## src/rtl/pipelined_csel_adder_pkg.sv

```systemverilog
// Shared arithmetic helpers for the pipelined carry-select adder:
// configuration legality and pipeline depth.
package pipelined_csel_adder_pkg;

  function automatic bit csel_cfg_ok(int width, int block);
    return (block >= 1) && (width >= block) && ((width % block) == 0);
  endfunction

  // Falls back to 1 on an illegal configuration so elaboration reaches the error.
  function automatic int csel_nblk(int width, int block);
    return ((block >= 1) && (width >= block)) ? (width / block) : 1;
  endfunction

endpackage

```

## src/rtl/pipelined_csel_adder_if.sv

```systemverilog
// Operand/result handshake bundle for the pipelined carry-select adder.
// The master side supplies operands and consumes results.
interface pipelined_csel_adder_if #(
  parameter int WIDTH = 32
);
  logic             in_valid;
  logic             in_ready;
  logic [WIDTH-1:0] a;
  logic [WIDTH-1:0] b;
  logic             c_in;
  logic             out_valid;
  logic             out_ready;
  logic [WIDTH-1:0] sum;
  logic             carry_out;
  logic             overflow;

  modport master (
    output in_valid, a, b, c_in, out_ready,
    input  in_ready, out_valid, sum, carry_out, overflow
  );

  modport slave (
    input  in_valid, a, b, c_in, out_ready,
    output in_ready, out_valid, sum, carry_out, overflow
  );
endinterface

```

## src/rtl/pipelined_csel_adder_csel_block.sv

```systemverilog
// One carry-select block: two ripple adders (carry-in 0 and 1) and a 2:1 select.
// Also exposes the carry into the block MSB for signed-overflow detection.
module csel_block #(
  parameter int BLOCK = 8
) (
  input  logic [BLOCK-1:0] a,
  input  logic [BLOCK-1:0] b,
  input  logic             cin_sel,
  output logic [BLOCK-1:0] sum,
  output logic             cout,
  output logic             msb_cin
);

  logic [BLOCK:0]   r0;
  logic [BLOCK:0]   r1;
  logic [BLOCK-1:0] s0;
  logic [BLOCK-1:0] s1;

  always_comb begin
    r0    = '0;
    r1    = '0;
    s0    = '0;
    s1    = '0;
    r1[0] = 1'b1;
    for (int i = 0; i < BLOCK; i++) begin
      s0[i]   = a[i] ^ b[i] ^ r0[i];
      r0[i+1] = (a[i] & b[i]) | (r0[i] & (a[i] ^ b[i]));
      s1[i]   = a[i] ^ b[i] ^ r1[i];
      r1[i+1] = (a[i] & b[i]) | (r1[i] & (a[i] ^ b[i]));
    end
  end

  assign sum     = cin_sel ? s1 : s0;
  assign cout    = cin_sel ? r1[BLOCK] : r0[BLOCK];
  assign msb_cin = cin_sel ? r1[BLOCK-1] : r0[BLOCK-1];

endmodule

```

## src/rtl/pipelined_csel_adder.sv

```systemverilog
// Pipelined carry-select adder: one BLOCK-bit slice per stage, whole-pipe stall
// on backpressure, registered sum/carry/overflow outputs.
module pipelined_csel_adder
  import pipelined_csel_adder_pkg::*;
#(
  parameter int WIDTH = 32,
  parameter int BLOCK = 8
) (
  input logic                   clk,
  input logic                   rst_n,
  pipelined_csel_adder_if.slave io
);

  localparam int NBLK = csel_nblk(WIDTH, BLOCK);

  if (!csel_cfg_ok(WIDTH, BLOCK)) begin : g_cfg_err
    $error("pipelined_csel_adder: WIDTH must be a positive multiple of BLOCK");
  end

  logic             adv;
  logic             vld_p [NBLK];
  logic             cy_p  [NBLK];
  logic [WIDTH-1:0] s_p   [NBLK];
  logic [WIDTH-1:0] a_p   [NBLK];
  logic [WIDTH-1:0] b_p   [NBLK];
  logic             ovf_p;

  logic             prev_vld_c [NBLK];
  logic             prev_cy_c  [NBLK];
  logic [WIDTH-1:0] prev_s_c   [NBLK];
  logic [WIDTH-1:0] prev_a_c   [NBLK];
  logic [WIDTH-1:0] prev_b_c   [NBLK];
  logic [WIDTH-1:0] next_s_c   [NBLK];
  logic [BLOCK-1:0] sum_c      [NBLK];
  logic             cout_c     [NBLK];
  logic             msbc_c     [NBLK];

  function automatic logic [WIDTH-1:0] merge_blk(logic [WIDTH-1:0] acc,
                                                 logic [BLOCK-1:0] blk, int k);
    logic [WIDTH-1:0] r;
    r = acc;
    r[k*BLOCK +: BLOCK] = blk;
    return r;
  endfunction

  // The pipe only moves when the output slot is empty or being drained.
  assign adv          = !vld_p[NBLK-1] | io.out_ready;
  assign io.in_ready  = adv;
  assign io.out_valid = vld_p[NBLK-1];
  assign io.sum       = s_p[NBLK-1];
  assign io.carry_out = cy_p[NBLK-1];
  assign io.overflow  = ovf_p;

  for (genvar k = 0; k < NBLK; k++) begin : g_stg
    if (k == 0) begin : g_first
      assign prev_vld_c[k] = io.in_valid;
      assign prev_cy_c[k]  = io.c_in;
      assign prev_s_c[k]   = '0;
      assign prev_a_c[k]   = io.a;
      assign prev_b_c[k]   = io.b;
    end else begin : g_rest
      assign prev_vld_c[k] = vld_p[k-1];
      assign prev_cy_c[k]  = cy_p[k-1];
      assign prev_s_c[k]   = s_p[k-1];
      assign prev_a_c[k]   = a_p[k-1];
      assign prev_b_c[k]   = b_p[k-1];
    end

    csel_block #(.BLOCK(BLOCK)) u_blk (
      .a       (prev_a_c[k][k*BLOCK +: BLOCK]),
      .b       (prev_b_c[k][k*BLOCK +: BLOCK]),
      .cin_sel (prev_cy_c[k]),
      .sum     (sum_c[k]),
      .cout    (cout_c[k]),
      .msb_cin (msbc_c[k])
    );

    assign next_s_c[k] = merge_blk(prev_s_c[k], sum_c[k], k);
  end

  // Stage registers p0..p(NBLK-1); only the last stage's data is reset
  // because it is directly visible on the outputs.
  always_ff @(posedge clk) begin
    if (!rst_n) begin
      for (int k = 0; k < NBLK; k++) begin
        vld_p[k] <= 1'b0;
      end
      s_p[NBLK-1]  <= '0;
      cy_p[NBLK-1] <= 1'b0;
      ovf_p        <= 1'b0;
    end else if (adv) begin
      for (int k = 0; k < NBLK; k++) begin
        vld_p[k] <= prev_vld_c[k];
        s_p[k]   <= next_s_c[k];
        cy_p[k]  <= cout_c[k];
        a_p[k]   <= prev_a_c[k];
        b_p[k]   <= prev_b_c[k];
      end
      ovf_p <= msbc_c[NBLK-1] ^ cout_c[NBLK-1];
    end
  end

endmodule

```

## src/flat_wrapper.sv

```systemverilog
// flat-port wrapper written by rule: the top's interface ports become plain ports
module pipelined_csel_adder_flat import pipelined_csel_adder_pkg::*;
#(
  parameter int WIDTH = 32,
  parameter int BLOCK = 8
)
  (clk, rst_n, io_in_valid, io_a, io_b, io_c_in, io_out_ready, io_in_ready, io_out_valid, io_sum, io_carry_out, io_overflow);
  pipelined_csel_adder_if #(.WIDTH(WIDTH)) io_i ();
  input logic clk;
  input logic rst_n;
  input wire logic [$bits(io_i.in_valid)-1:0] io_in_valid;
  input wire logic [$bits(io_i.a)-1:0] io_a;
  input wire logic [$bits(io_i.b)-1:0] io_b;
  input wire logic [$bits(io_i.c_in)-1:0] io_c_in;
  input wire logic [$bits(io_i.out_ready)-1:0] io_out_ready;
  output wire logic [$bits(io_i.in_ready)-1:0] io_in_ready;
  output wire logic [$bits(io_i.out_valid)-1:0] io_out_valid;
  output wire logic [$bits(io_i.sum)-1:0] io_sum;
  output wire logic [$bits(io_i.carry_out)-1:0] io_carry_out;
  output wire logic [$bits(io_i.overflow)-1:0] io_overflow;
  assign io_i.in_valid = io_in_valid;
  assign io_i.a = io_a;
  assign io_i.b = io_b;
  assign io_i.c_in = io_c_in;
  assign io_i.out_ready = io_out_ready;
  assign io_in_ready = io_i.in_ready;
  assign io_out_valid = io_i.out_valid;
  assign io_sum = io_i.sum;
  assign io_carry_out = io_i.carry_out;
  assign io_overflow = io_i.overflow;
  pipelined_csel_adder #(.WIDTH(WIDTH), .BLOCK(BLOCK)) u_core (.clk(clk), .rst_n(rst_n), .io(io_i));
endmodule
```

## config.mk

```make
export PLATFORM = sky130hd
export DESIGN_NAME = pipelined_csel_adder_flat
export DESIGN_NICKNAME = d
export VERILOG_FILES = /design/src/rtl/pipelined_csel_adder_pkg.sv /design/src/rtl/pipelined_csel_adder_if.sv /design/src/rtl/pipelined_csel_adder_csel_block.sv /design/src/rtl/pipelined_csel_adder.sv /design/src/flat_wrapper.sv
export SDC_FILE = /design/constraint.sdc
export NUM_CORES = 1
export LEC_CHECK = 0
export ABC_AREA = 1
export BUFFER_PORTS_ARGS = -buffer_cell sky130_fd_sc_hd__clkbuf_2
export CAP_MARGIN = 0
export CORE_MARGIN = 2
export CORE_UTILIZATION = 45
export CTS_CLUSTER_DIAMETER = 30
export CTS_CLUSTER_SIZE = 24
export DETAILED_ROUTE_END_ITERATION = 8
export PLACE_DENSITY_LB_ADDON = 0.05
export SKIP_CTS_REPAIR_TIMING = 1
export SLEW_MARGIN = 20
export SYNTH_ARGS = -nofsm -noshare
export SYNTH_HDL_FRONTEND = slang
export SYNTH_SLANG_ARGS = --single-unit
```

## constraint.sdc

```tcl
create_clock -name clk -period 27 [get_ports clk]
set_input_delay 5.4 -clock clk [delete_from_list [all_inputs] [get_ports clk]]
set_output_delay 5.4 -clock clk [all_outputs]
set_load 0.02 [all_outputs]
```

* Yosys cells after proc, flatten, opt, wreduce, memory -nomap -nowiden
Memories as Yosys holds them, arrays and structs flattened.
Cells that the tools add are included.
** Word-level totals
- Logic and storage cells :: 274
- Bits in writable memories :: 392
- Output and inout port bits :: 36
- Register bits :: 1
- Input bits :: 69
- Memories kept :: 5
** Operators by class
- Reduce and logical (&&, ||, !) cells :: 1
- Multiplexer cells :: 19
- Bitwise gates (word level) :: 248
** Memory list
- u_core.a_p :: words 4, bits a word 32, rd ports 3, clocked after Yosys merged registers in 0, write ports 4, RTL line pipelined_csel_adder.sv:24 : logic [WIDTH-1:0] a_p [NBLK];
- u_core.b_p :: words 4, bits a word 32, rd ports 3, clocked after Yosys merged registers in 0, write ports 4, RTL line pipelined_csel_adder.sv:25 : logic [WIDTH-1:0] b_p [NBLK];
- u_core.s_p :: words 4, bits a word 32, rd ports 4, clocked after Yosys merged registers in 0, write ports 4, RTL line pipelined_csel_adder.sv:23 : logic [WIDTH-1:0] s_p [NBLK];
- u_core.cy_p :: words 4, bits a word 1, rd ports 4, clocked after Yosys merged registers in 0, write ports 4, RTL line pipelined_csel_adder.sv:22 : logic cy_p [NBLK];
- u_core.vld_p :: words 4, bits a word 1, rd ports 4, clocked after Yosys merged registers in 0, write ports 4, RTL line pipelined_csel_adder.sv:21 : logic vld_p [NBLK];
** Operator list (count)
- $xor 1x1->1 :: 89
- $and 1x1->1 :: 88
- $or 1x1->1 :: 67
- $mux 32 :: 1
- $mux 8 :: 4
- $mux 1 :: 14
- $not 1->1 :: 4
- $logic_not 1->1 :: 1

* Logic depth before layout (Yosys ltp)
Gate-level depths: netlist (run 1).
An unclocked memory read counts as a cell.
- Word-level depth :: 19
- Depth in mapped cells :: 17
- Gate-level depth less buffers :: 17

* Cells and area by module
A second synthesis (run 1) with hierarchy kept.
** Unflattened totals
- Cells, all modules :: 396
- Area, all modules :: 6931.6 um2
** Modules (own cells, without submodules)
- pipelined_csel_adder :: area each 5955.7 um2, instances 1, cells an instance 276, sequential area each 5545.3 um2
- csel_block :: area each 244.0 um2, instances 4, cells an instance 30, sequential area each 0.0 um2

* Least setup slack after synthesis (run 1)
Ideal clock, no wire load.
- Kind :: input port to flip-flop
- Start point :: in io_out_ready
- End point :: mem u_core.a_p[0][10] (enable)
- Data required time :: 26.296 ns
- Setup time :: 0.704 ns
- Stages on the path :: 2
- Buffers on the path :: 0
- Path slack :: 13.762 ns
- Arrival :: 12.534 ns
- Cell sequence :: inv_1 -> a21oi_1
** RTL lines
- from (decl) :: RTL line flat_wrapper.sv:15 : input wire logic [$bits(io_i.out_ready)-1:0] io_out_ready;
- to (decl) :: RTL line pipelined_csel_adder.sv:24

* Worst setup path after layout (run 1)
- Start point :: in io_out_ready
- End point :: out io_in_ready
** Between the ends
- Longest elaborated chain between the ends :: 1
** Ends and longest elaborated chain
- $or 1x1->1 :: RTL line pipelined_csel_adder.sv:47 : assign adv = !vld_p[NBLK-1] | io.out_ready;
- to (decl) :: RTL line flat_wrapper.sv:16 : output wire logic [$bits(io_i.in_ready)-1:0] io_in_ready;
No other way between the ends.

==> results.ini, run 1 <==
[run_status]
status=finished, final reports clean

[global_routing]
grt_pass1_vias=2935
grt_usage=0.117
grt_max_degree=88
overflow=0
grt_pass1_wl_um=13800
antenna_found_initial=0

[clock_tree]
cts_num_sinks=185
clk-insertion-delay-late_ps=420
cts_inserted_buffers=17
cts-root-buf=clkbuf_16
cts.path.max_buffers=2
path_clk_slew_ps=60
htree_levels=4
cts_tree=yes

[place]
dp_hpwl_um=5220
preCtsSetupSlack_ps=15750
globalplace.congestion=0.677
numPortBuffers=104

[sta]
drv_slew=0
fin_ws_ps=15750
period_share=0.417
finalSetupViolCount=0
timing.fmax_mhz=88.9
rsz0062_at_grt=false
hold_viol=0
holdWs_ps=415
relSlewSlack=0.306
skew_ps=6.02
final.setup.tns_ps=0
worst_pin_slew_ps=1040
period_needed_ps=11250

[route]
drc=0
avgRoutedWirePerCell_um=12.5
drt-total-wl_um=8410
ant_nets=0
dr.first_iter.drc_count=189
vias_per_cell=4.34
drtPass1Iterations=4
vias=2914

[power_and_ir_drop]
ir_worst_vdd_mv=0.0407
power_w=0.000625
power_density_mw_per_mm2=77.7
power_leakage_nw=3.35

[final_layout]
insertedDiodeCount=0
nFillCells=1147
syn_to_final_growth_pct=19.0
drive_above_1_share=0.275
nets=581

[hold_path]
holdPathEnd=u_core.s_p[2][7]
hold_start=u_core.s_p[1][7]
hp-class=register to register
holdPathStages=0

[synth]
synth.yosys.seq_area_share=0.820
yosysWarnings=0
synth.largest_area_cell=edfxtp_1
synth_top_cell_area_share=0.817
syn-num-nets=459
syn_area_mm2=0.00677
ys_types=14
netlist_instances=354
ys_ff_latch=185
avgSynthCellArea_um2=19.1
synth.area.top_cells=edfxtp_1, fa_1, inv_1

[floorplan]
die_h_um=127
num_io_pins=105
rows=44
die_area_mm2=0.0160
initial_core_util=0.464
die_x_um=127
core_mm2=0.0146

[worst_setup_path]
worstReg2RegEnd=u_core.s_p[2][23]
crit_path_start_kind=input pin
critPathTopFamily=buffers and inverters
slowest_stage=clkbuf_2
rr_startpoint=u_core.b_p[1][16]
ff2ff_setup_slack_ps=22840
path_max_fanout=3
path_buf_inv=3
path_common_cell=clkbuf_2
required_ps=21600
criticalPathCategory=input pin to primary output
arrival_ps=5850
cp-end-kind=primary output
slowest_delay_ps=160
reg2reg_depth=12
critical_path.cell_chain=clkbuf_2 > inv_1 > nand2_2 > clkbuf_2

[job]
cap_violations=0

[cells in the mapped netlist (all sizes together)]
library cell	number
nand3	1
inv	71
buf	3
edfxtp	184
a21oi	5
xnor2	1
dfxtp	1
fa	28
nand2	8
nor2	41
xor2	3
ha	8
[power by group]
part           internal [W]  switching, W   total, W  leakage, nW
Combinational     0.0000165     0.0000280  0.0000445         1.22
Clock              0.000133     0.0000940   0.000227        0.260
Sequential         0.000347    0.00000690   0.000354         1.87
Total              0.000497      0.000129   0.000625         3.35
[how the worst max path moves through the flow]
| stage | from | end | slack [ps] | depth (start not counted) |
|---|---|---|---|---|
| after global routing | io_out_ready | io_in_ready | 15730 | 4 |
| final | io_out_ready | io_in_ready | 15750 | 4 |
| after floorplan | io_out_ready | u_core.a_p[0][10] | 13760 | 2 |
| after detailed placement | io_out_ready | io_in_ready | 15750 | 4 |
| after CTS | io_out_ready | io_in_ready | 15750 | 4 |
| after global placement | io_out_ready | io_in_ready | 15760 | 4 |
[cell families (layout without fill, tap and decap cells)]
family,after synthesis,count (layout),share of synthesized area
flops,185,185,0.820
compound gates,5,5,0.00370
buf+inv,74,208,0.0444
xor+xnor,4,4,0.00518
fa+ha+maj,36,36,0.0977
simple gates,50,50,0.0294
[cell usage in the layout, fill, tap and decap left out, drive strengths merged]
master,count
nand3,1
clkbuf,123
buf,2
inv,71
nand2,8
edfxtp,184
xor2,3
dfxtp,1
nor2,41
fa,28
clkinv,8
xnor2,1
ha,8
a21oi,5
clkinvlp,2
bufinv,2
[area by class of cell]
cell class,instances,area (um2),area share
flip-flops and latches,185,5550,0.689
multi-input cells,95,933,0.116
repair buffers,106,536,0.0665
clock buffers,19,433,0.0538
inverters,71,267,0.0331
well taps,184,230,0.0286
clock inverters,12,109,0.0135
[sequential cells by signal, indices dropped and copies added, names as in the netlist]
register	cells
u_core.s_p	80
u_core.a_p	48
u_core.b_p	48
u_core.cy_p	4
u_core.vld_p	4
u_core.io.overflow	1
[per-stage QoR]
step	instances	area [um2]	util
floorplan	354	6770	-
global placement	641	7510	0.515
detailed placement	641	7510	0.515
CTS	672	8050	0.552
global route	672	8050	0.552
finish	672	8050	0.552
[metal layers]
metal	global-route usage	up-vias	wire (um)	share of wire
li1	-	1442	-	-
met1	0.142	1380	3610	0.43
met2	0.175	79	4030	0.48
met3	0.0489	13	585	0.070
met4	0.0718	0	197	0.023
met5	0	-	0	0
Note: power is estimated with default switching activity, not from simulation.
==> run 2: changes to the inputs <==
- clock period: 27 -> 9.55 ns (I/O delays scaled with it)
==> run 2 against run 1 <==
- sequential power rose to 2.8 times the previous value
- cell area rose by 1.1%
- via count rose by 0.10%
- clock skew barely moved
- clock power rose to 3.3 times the previous value
- worst setup slack got worse by 11000 ps
==> results.ini, run 2 (synthesized netlist as in run 1, its figures left out) <==
[route]
avgRoutedWirePerCell_um=12.5
ant_nets=0
drc=0
drt-total-wl_um=8430
drtPass1Iterations=4
vias_per_cell=4.33
dr.first_iter.drc_count=225
vias=2917

[worst_setup_path]
path_buf_inv=5
criticalPathCategory=input pin to register
crit_path_start_kind=input pin
rr_startpoint=u_core.b_p[1][16]
startpoint=io_b[0]
ff2ff_setup_slack_ps=5350
path_max_fanout=2
slowest_stage=fa_1
required_ps=9840
critical_path.cell_chain=clkbuf_2 > ha_1 > nor2_1 > a21oi_1 > fa_1 > fa_1 > fa_1 > fa_1 > inv_1 > fa_1 > inv_1 > fa_1 > inv_1 > fa_1 > inv_1
slowest_delay_ps=400
cp-end-kind=register
worstReg2RegEnd=u_core.s_p[2][23]
reg2reg_depth=12
critPathTopFamily=adder cells
arrival_ps=5050
path_common_cell=fa_1

[sta]
relSlewSlack=0.369
period_share=0.499
rsz0062_at_grt=false
fin_ws_ps=4780
period_needed_ps=4770
final.setup.tns_ps=0
drv_slew=0
hold_viol=0
timing.fmax_mhz=210
worst_pin_slew_ps=943
skew_ps=5.81
finalSetupViolCount=0

[run_status]
status=finished, final reports clean

[hold_path]
holdPathEnd=u_core.a_p[1][28]
holdPathStages=0
hold_start=u_core.a_p[0][28]
hp-class=register to register

[final_layout]
multi_input_area_um2=933
instances_no_fill=673
final_cell_mix=edfxtp_1, clkbuf_2, inv_1, nor2_1, fa_1
seq_area_mm2=0.00555
final_util=0.558
drive_above_1_share=0.282
nets=581
insertedDiodeCount=0
largestRegisters=u_core.s_p (80), u_core.a_p (48), u_core.b_p (48)
regMostFlops=u_core.s_p
final_common_cell=edfxtp_1
syn_to_final_growth_pct=20.4
nFillCells=1165
largest_reg_flops=80

[clock_tree]
cts_tree=yes
cts_num_sinks=185
cts.path.max_buffers=2
path_clk_slew_ps=60
cts_inserted_buffers=17
cts-root-buf=clkbuf_16
htree_levels=4
clk-insertion-delay-late_ps=410

[global_routing]
overflow=0
antenna_found_initial=0
grt_pass1_vias=2884
grt_max_degree=77
grt_usage=0.116
grt_pass1_wl_um=13800

[floorplan]
die_x_um=127
core_mm2=0.0146
die_h_um=127
num_io_pins=105
die_area_mm2=0.0160
rows=44
initial_core_util=0.464

[place]
place_inst=641
preCtsSetupSlack_ps=4330
dp_hpwl_um=5200
globalplace.congestion=0.662
numPortBuffers=104

[power_and_ir_drop]
power_density_mw_per_mm2=229
power_leakage_nw=3.39
ir_worst_vdd_mv=0.121
power_w=0.00186

[job]
cap_violations=0

[run 2: cell types whose count changed in the layout (fill, tap and decap cells not counted)]
cell / change
clkinv_2: -1
clkinv_4: +2
clkbuf_1: -1
bufinv_16: +3
clkinv_1: -2
[run 2: power breakdown]
group	switching, W	internal, W	total, W
combinational	0.0000792	0.0000463	0.000126
clock	0.000276	0.000461	0.000738
sequential	0.0000198	0.000980	0.00100
total	0.000375	0.00149	0.00186
[run 2: how the worst max path moves through the flow]
stage                        end  slack (ps)  cells after the start
6_report        u_core.s_p[0][7]        4780                     15
5_1_grt         u_core.s_p[0][7]        4630                     15
4_1_cts         u_core.s_p[0][7]        4780                     15
3_5_place_dp    u_core.s_p[0][7]        4330                     15
3_3_place_gp    u_core.s_p[0][7]        4390                     15
2_1_floorplan  u_core.a_p[0][10]        2830                      2
[run 2: worst register-to-register path: cells and delay by family (launching register included)]
kind / cells / cell delay, ps
AO/OA/AOI/OAI: 1 / 70
flip-flops: 1 / 390
AND/OR/NAND/NOR: 1 / 80
buffers and inverters: 2 / 150
adder cells (fa/ha/maj): 8 / 3370
[run 2: final cells by class]
cell class,count,share of cell area
repair buffers,106,0.0658
inverters,71,0.0327
clock inverters,14,0.0250
flip-flops and latches,185,0.681
multi-input cells,95,0.115
well taps,184,0.0283
clock buffers,18,0.0527
[run 2: layer usage]
metal / up-vias / global-route usage / wire length, um / share of wire
li1: 1444 / - / - / -
met1: 1379 / 0.143 / 3520 / 0.42
met3: 10 / 0.0493 / 617 / 0.073
met2: 84 / 0.178 / 4160 / 0.49
met5: - / 0 / 0 / 0
met4: 0 / 0.0537 / 136 / 0.016
[run 2: per-stage QoR]
step / hold slack [ps] / area (um2)
global placement: 400 / 7510
CTS: 418 / 8140
finish: 415 / 8140
floorplan: 400 / 6770
detailed placement: 405 / 7510
global route: 423 / 8140
